<file path="src/rtl/mc_controller.sv">
// Multicycle ARM control sequencer: walks each instruction through
// FETCH..writeback, decodes dp ops, holds NZCV and evaluates Cond.
//
// Ports:
//   clk, reset (async, active-low)
//   Cond/Op/Funct/Rd : latched instruction fields
//   ALUFlags         : {N,Z,C,V} from the ALU this cycle
//   PCWrite, MemWrite, RegWrite, IRWrite : datapath enables
//   AdrSrc, RegSrc, ALUSrcA, ALUSrcB, ResultSrc, ImmSrc, ALUControl
//                    : datapath mux selects / ALU op
//   Flags            : architectural {N,Z,C,V}
//   State            : current sequencer state (debug)
module mc_controller (
    input  logic       clk,
    input  logic       reset,
    input  logic [3:0] Cond,
    input  logic [1:0] Op,
    input  logic [5:0] Funct,
    input  logic [3:0] Rd,
    input  logic [3:0] ALUFlags,
    output logic       PCWrite,
    output logic       MemWrite,
    output logic       RegWrite,
    output logic       IRWrite,
    output logic       AdrSrc,
    output logic [1:0] RegSrc,
    output logic [1:0] ALUSrcA,
    output logic [1:0] ALUSrcB,
    output logic [1:0] ResultSrc,
    output logic [1:0] ImmSrc,
    output logic [1:0] ALUControl,
    output logic [3:0] Flags,
    output logic [3:0] State
);

    typedef enum logic [3:0] {
        S_FETCH    = 4'd0,
        S_DECODE   = 4'd1,
        S_MEMADR   = 4'd2,
        S_MEMRD    = 4'd3,
        S_MEMWB    = 4'd4,
        S_MEMWR    = 4'd5,
        S_EXECUTER = 4'd6,
        S_EXECUTEI = 4'd7,
        S_ALUWB    = 4'd8,
        S_BRANCH   = 4'd9
    } state_t;

    state_t     r_state;
    state_t     w_next;
    logic [3:0] r_flags;
    logic       r_cond_ok;

    logic [3:0] w_cmd;
    logic [1:0] w_dp_ctl;
    logic       w_cmp;
    logic       w_cv_upd;
    logic       w_wr_ok;
    logic       w_s_bit;
    logic       w_cond_pass;
    logic       w_in_exec;
    logic       w_flag_upd;
    logic       w_n;
    logic       w_z;
    logic       w_c;
    logic       w_v;
    logic       w_rd_pc;

    assign w_cmd   = Funct[4:1];
    assign w_n     = r_flags[3];
    assign w_z     = r_flags[2];
    assign w_c     = r_flags[1];
    assign w_v     = r_flags[0];
    assign w_rd_pc = (Rd == 4'd15);

    // Data-processing decode. Unknown commands run as ADD but never
    // write the register file.
    always_comb begin
        w_dp_ctl = 2'b00;
        w_cmp    = 1'b0;
        w_cv_upd = 1'b0;
        w_wr_ok  = 1'b1;
        case (w_cmd)
            4'b0100: begin
                w_dp_ctl = 2'b00;
                w_cv_upd = 1'b1;
            end
            4'b0010: begin
                w_dp_ctl = 2'b01;
                w_cv_upd = 1'b1;
            end
            4'b0000: w_dp_ctl = 2'b10;
            4'b1100: w_dp_ctl = 2'b11;
            4'b1010: begin
                w_dp_ctl = 2'b01;
                w_cmp    = 1'b1;
                w_cv_upd = 1'b1;
                w_wr_ok  = 1'b0;
            end
            default: w_wr_ok = 1'b0;
        endcase
    end

    assign w_s_bit    = Funct[0] | w_cmp;
    assign w_in_exec  = (r_state == S_EXECUTER) ||
                        (r_state == S_EXECUTEI);
    assign w_flag_upd = w_in_exec & r_cond_ok & w_s_bit;

    always_comb begin
        w_cond_pass = 1'b0;
        case (Cond)
            4'b0000: w_cond_pass = w_z;
            4'b0001: w_cond_pass = ~w_z;
            4'b0010: w_cond_pass = w_c;
            4'b0011: w_cond_pass = ~w_c;
            4'b0100: w_cond_pass = w_n;
            4'b0101: w_cond_pass = ~w_n;
            4'b0110: w_cond_pass = w_v;
            4'b0111: w_cond_pass = ~w_v;
            4'b1000: w_cond_pass = w_c & ~w_z;
            4'b1001: w_cond_pass = ~w_c | w_z;
            4'b1010: w_cond_pass = (w_n == w_v);
            4'b1011: w_cond_pass = (w_n != w_v);
            4'b1100: w_cond_pass = ~w_z & (w_n == w_v);
            4'b1101: w_cond_pass = w_z | (w_n != w_v);
            4'b1110: w_cond_pass = 1'b1;
            default: w_cond_pass = 1'b0;
        endcase
    end

    always_ff @(posedge clk or negedge reset) begin
        if (!reset) begin
            r_state   <= S_FETCH;
            r_flags   <= 4'b0000;
            r_cond_ok <= 1'b0;
        end else begin
            r_state <= w_next;
            // Latched once per instruction so its own flag update
            // cannot change its writeback.
            if (r_state == S_DECODE) begin
                r_cond_ok <= w_cond_pass;
            end
            if (w_flag_upd) begin
                r_flags[3:2] <= ALUFlags[3:2];
                if (w_cv_upd) begin
                    r_flags[1:0] <= ALUFlags[1:0];
                end
            end
        end
    end

    always_comb begin
        w_next = S_FETCH;
        case (r_state)
            S_FETCH:  w_next = S_DECODE;
            S_DECODE: begin
                case (Op)
                    2'b01: w_next = S_MEMADR;
                    2'b00: w_next = Funct[5] ? S_EXECUTEI
                                             : S_EXECUTER;
                    2'b10: w_next = S_BRANCH;
                    default: w_next = S_FETCH;
                endcase
            end
            S_MEMADR:   w_next = Funct[0] ? S_MEMRD : S_MEMWR;
            S_MEMRD:    w_next = S_MEMWB;
            S_EXECUTER: w_next = S_ALUWB;
            S_EXECUTEI: w_next = S_ALUWB;
            default:    w_next = S_FETCH;
        endcase
    end

    always_comb begin
        PCWrite    = 1'b0;
        MemWrite   = 1'b0;
        RegWrite   = 1'b0;
        IRWrite    = 1'b0;
        AdrSrc     = 1'b0;
        ALUSrcA    = 2'b00;
        ALUSrcB    = 2'b00;
        ResultSrc  = 2'b00;
        ALUControl = 2'b00;
        case (r_state)
            S_FETCH: begin
                IRWrite   = 1'b1;
                ALUSrcA   = 2'b01;
                ALUSrcB   = 2'b10;
                ResultSrc = 2'b10;
                PCWrite   = 1'b1;
            end
            S_DECODE: begin
                ALUSrcA   = 2'b01;
                ALUSrcB   = 2'b10;
                ResultSrc = 2'b10;
            end
            S_MEMADR: ALUSrcB = 2'b01;
            S_MEMRD:  AdrSrc  = 1'b1;
            S_MEMWB: begin
                ResultSrc = 2'b01;
                RegWrite  = r_cond_ok;
                PCWrite   = r_cond_ok & w_rd_pc;
            end
            S_MEMWR: begin
                AdrSrc   = 1'b1;
                MemWrite = r_cond_ok;
            end
            S_EXECUTER: ALUControl = w_dp_ctl;
            S_EXECUTEI: begin
                ALUSrcB    = 2'b01;
                ALUControl = w_dp_ctl;
            end
            S_ALUWB: begin
                RegWrite = r_cond_ok & w_wr_ok;
                PCWrite  = r_cond_ok & w_wr_ok & w_rd_pc;
            end
            S_BRANCH: begin
                ALUSrcB   = 2'b01;
                ResultSrc = 2'b10;
                PCWrite   = r_cond_ok;
            end
            default: ;
        endcase
    end

    assign ImmSrc = Op;
    assign RegSrc = {(Op == 2'b01), (Op == 2'b10)};
    assign Flags  = r_flags;
    assign State  = r_state;

endmodule

</file>
<file path="config.mk">
export PLATFORM = sky130hd
export DESIGN_NAME = mc_controller
export DESIGN_NICKNAME = d
export VERILOG_FILES = /design/src/rtl/mc_controller.sv
export SDC_FILE = /design/constraint.sdc
export NUM_CORES = 1
export LEC_CHECK = 0
export ABC_AREA = 1
export CAP_MARGIN = 20
export CELL_PAD_IN_SITES_DETAIL_PLACEMENT = 0
export CELL_PAD_IN_SITES_GLOBAL_PLACEMENT = 1
export CORE_ASPECT_RATIO = 2
export CORE_MARGIN = 3
export CORE_UTILIZATION = 26
export CTS_CLUSTER_SIZE = 25
export DETAILED_ROUTE_END_ITERATION = 10
export GPL_TIMING_DRIVEN = 0
export PLACE_DENSITY = 0.81
export SYNTH_ARGS = -nofsm -noshare
export SYNTH_HDL_FRONTEND = slang
export SYNTH_SLANG_ARGS = --single-unit
</file>
<file path="constraint.sdc">
create_clock -name clk -period 2.27 [get_ports clk]
set_clock_uncertainty 0.05 [all_clocks]
set_input_delay 0.681 -clock clk [delete_from_list [all_inputs] [get_ports clk]]
set_output_delay 0.681 -clock clk [all_outputs]
set_load 0.02 [all_outputs]
</file>
==> impl_metrics.tcl, run 1 <==
set metrics [dict create \
    worst_setup_path_start_kind "input port" \
    synth.distinct_cells 22 \
    grt_setup_unrepaired "true" \
    p_leak_nw 0.7588 \
    cts-root-to-sink-buffers 2 \
    cts_inserted_buffers 3 \
    area_growth_pct 67.21 \
    post_synth_net_total 167 \
    n_fill_cell 330 \
    final_layout_size_suffix_gt1_share_pct 24.49 \
    finish.net_count 219 \
    holdCritPathClass "flip-flop to flip-flop" \
    grt_util_all_layers_pct 14.83 \
    synthDominantAreaCellType "dfrtp_1" \
    slew_violations 0 \
    syn-instance-count 145 \
    postRouteWirelength_mm 2.809 \
    vdd_ir_drop_max_mv 0.5769 \
    clock_tree.htree_level_count 1 \
    grt_max_degree 10 \
    synth-warning-count 0 \
    hold_viol_final 0 \
    layout.cells.most_common_list "nand2_1, nor2_1, inv_1, clkdlybuf4s50_1, nand3_1" \
    antenna_found_initial 0 \
    synthesis.area_um2 847.1 \
    arrival_ns 1.53 \
    grt_pass1_vias 1108 \
    drcViolationCount 0 \
    top_level_ports 47 \
    gr-total-overflow 0 \
    result_of_the_run "finished clean" \
    final.period_utilization_pct 99.40 \
    avgViaCountPerCell 4.863 \
    hold-worst-slack_ns 0.4899 \
    synth_seq_area_share_pct 26.59 \
    power_per_unit_of_standard_cell_area_mw_per_mm2 961.7 \
    clk_latency_ns 0.22 \
    wl_per_cell_um 12.43 \
    die_w_um 46.36 \
    placement_rows 28 \
    worst_ep_required_ns 1.54 \
    yosys-top-cells-area "dfrtp_1, nand2_1, nor2_1, inv_1, nand3_1" \
    dieArea_mm2 0.004020 \
    critPathCaptureType "output port" \
    num_vias 1099 \
    drtIter0Drc 9 \
    clkSinkCount 9 \
    route.antenna.remaining_nets 0 \
    n_diodes 0 \
    start_util_pct 27.79 \
    dp.final_hpwl_mm 2.384 \
    tritoncts "yes" \
    yosysTopAreaCellShare_pct 26.59 \
    ys_seq_elements 9 \
    die_height_um 86.72 \
    clkTransAtPathRegs_ns 0.04 \
    clock-root-buffer "clkbuf_8" \
    min_period_ns 2.256 \
    worstSetupPathType "input port to output port" \
    grt_first_pass_wirelength_mm 4.436 \
    total_negative_slack_ns 0 \
    drv_cap 0 \
    globalplace.congestion 0.8850 \
    first_pass_iters 4 \
    final-setup-viol-count 0 \
    synthesis.area_per_instance_um2 5.842 \
    io_buffers 45 \
    timing.critical_path.fanout_max 3 \
    most_common_cell_after_layout_fill_and_taps_aside "nand2_1" \
    max_freq_mhz 443.2 \
    core_area_mm2 0.003048 \
    hold_buffers 0 \
]
==> layout make-up <==
cell class,count,area (um^2),share of cell area (%)
Buffer,4,30.03,2.120
Inverter,23,86.33,6.095
Timing Repair Buffer,47,427.9,30.21
Multi-Input combinational cell,109,559.3,39.49
Clock buffer,4,45.04,3.180
Sequential cell,9,230.2,16.25
Tap cell,30,37.54,2.650
==> timing repair <==
action | 4_1_cts | 5_1_grt
pin swaps | 2 | 7
setup buffers | 1 | 1
setup endpoints to repair | 16 | 10
gates resized for setup | 59 | 27
==> path summary, 6_finish.rpt <==
check / startpoint / end / slack [ns] / depth (start not counted)
max in group asynchronous: reset / State[3] / 1.17 / 1
min in group asynchronous: reset / Flags[2] / 0.70 / 1
worst min-delay path: r_cond_ok / r_cond_ok / 0.49 / 2
worst max-delay path: Funct[1] / PCWrite / 0.01 / 7
worst max register to register: State[3] / Flags[1] / 0.92 / 6
worst min register to register: r_cond_ok / r_cond_ok / 0.49 / 2
==> where the power goes <==
group	switching [mW]	internal, mW	leakage, nW
combinational	0.524	0.358	0.641
sequential	0.0849	0.219	0.0953
clock	0.0545	0.122	0.0228
==> worst max-delay path, stage by stage <==
cell,delay (ns)
dlygate4sd2_1,0.28
a21oi_2,0.15
nand2_1,0.06
nand2_1,0.06
nand3_1,0.07
nand2_1,0.09
buf_6,0.12
==> registers in the layout, summed over array words and instances, names as in the netlist <==
name / flops
r_cond_ok: 1
State: 4
Flags: 4
==> Yosys cell counts, drive strengths merged <==
master,number
nor3,4
o22ai,1
o21ai,4
inv,23
a31oi,1
nand4,1
o211ai,2
nor2,27
dfrtp,9
a21oi,8
nand3,15
conb,1
nand2,45
buf,4
==> stage by stage <==
step           util (%)  area (um^2)  setup WS, ns  std cells  total power, mW
3_5_place_dp      43.80         1335       -0.7645        220            1.191
6_report          46.47         1416       0.01364        226            1.362
5_1_grt           46.47         1416      -0.05399        226            1.465
2_1_floorplan         -        847.1        0.1165        145           0.7756
3_3_place_gp      43.80         1335       -0.7262        220            1.186
4_1_cts           44.87         1368       -0.1160        225            1.341
==> cells by family after synthesis <==
| family | count (synthesis) | synth area share (%) |
|---|---|---|
| buf+inv | 27 | 13.74 |
| simple gates | 92 | 46.82 |
| compound gates | 16 | 12.41 |
| other cells | 1 | 0.4427 |
| flops | 9 | 26.59 |
==> per-layer routing <==
metal | up-vias | GRT usage (%) | part of all wire [%]
met2 | 31 | 30.65 | 62
met3 | 4 | 0.8316 | 3.7
met5 | - | 0 | 0
li1 | 554 | - | -
met4 | 0 | 7.254 | 2.3
met1 | 510 | 12.31 | 32
Power figures use the tool's default switching activity.
==> run 2: changes to the inputs <==
--- a/config.mk
+++ b/config.mk
@@ -16,6 +16,7 @@
 export DETAILED_ROUTE_END_ITERATION = 10
 export GPL_TIMING_DRIVEN = 0
 export PLACE_DENSITY = 0.81
+export SLEW_MARGIN = 10
 export SYNTH_ARGS = -nofsm -noshare
 export SYNTH_HDL_FRONTEND = slang
 export SYNTH_SLANG_ARGS = --single-unit
==> results of run 2 <==
Final layout, timing and power as in run 1 (identical DEF).
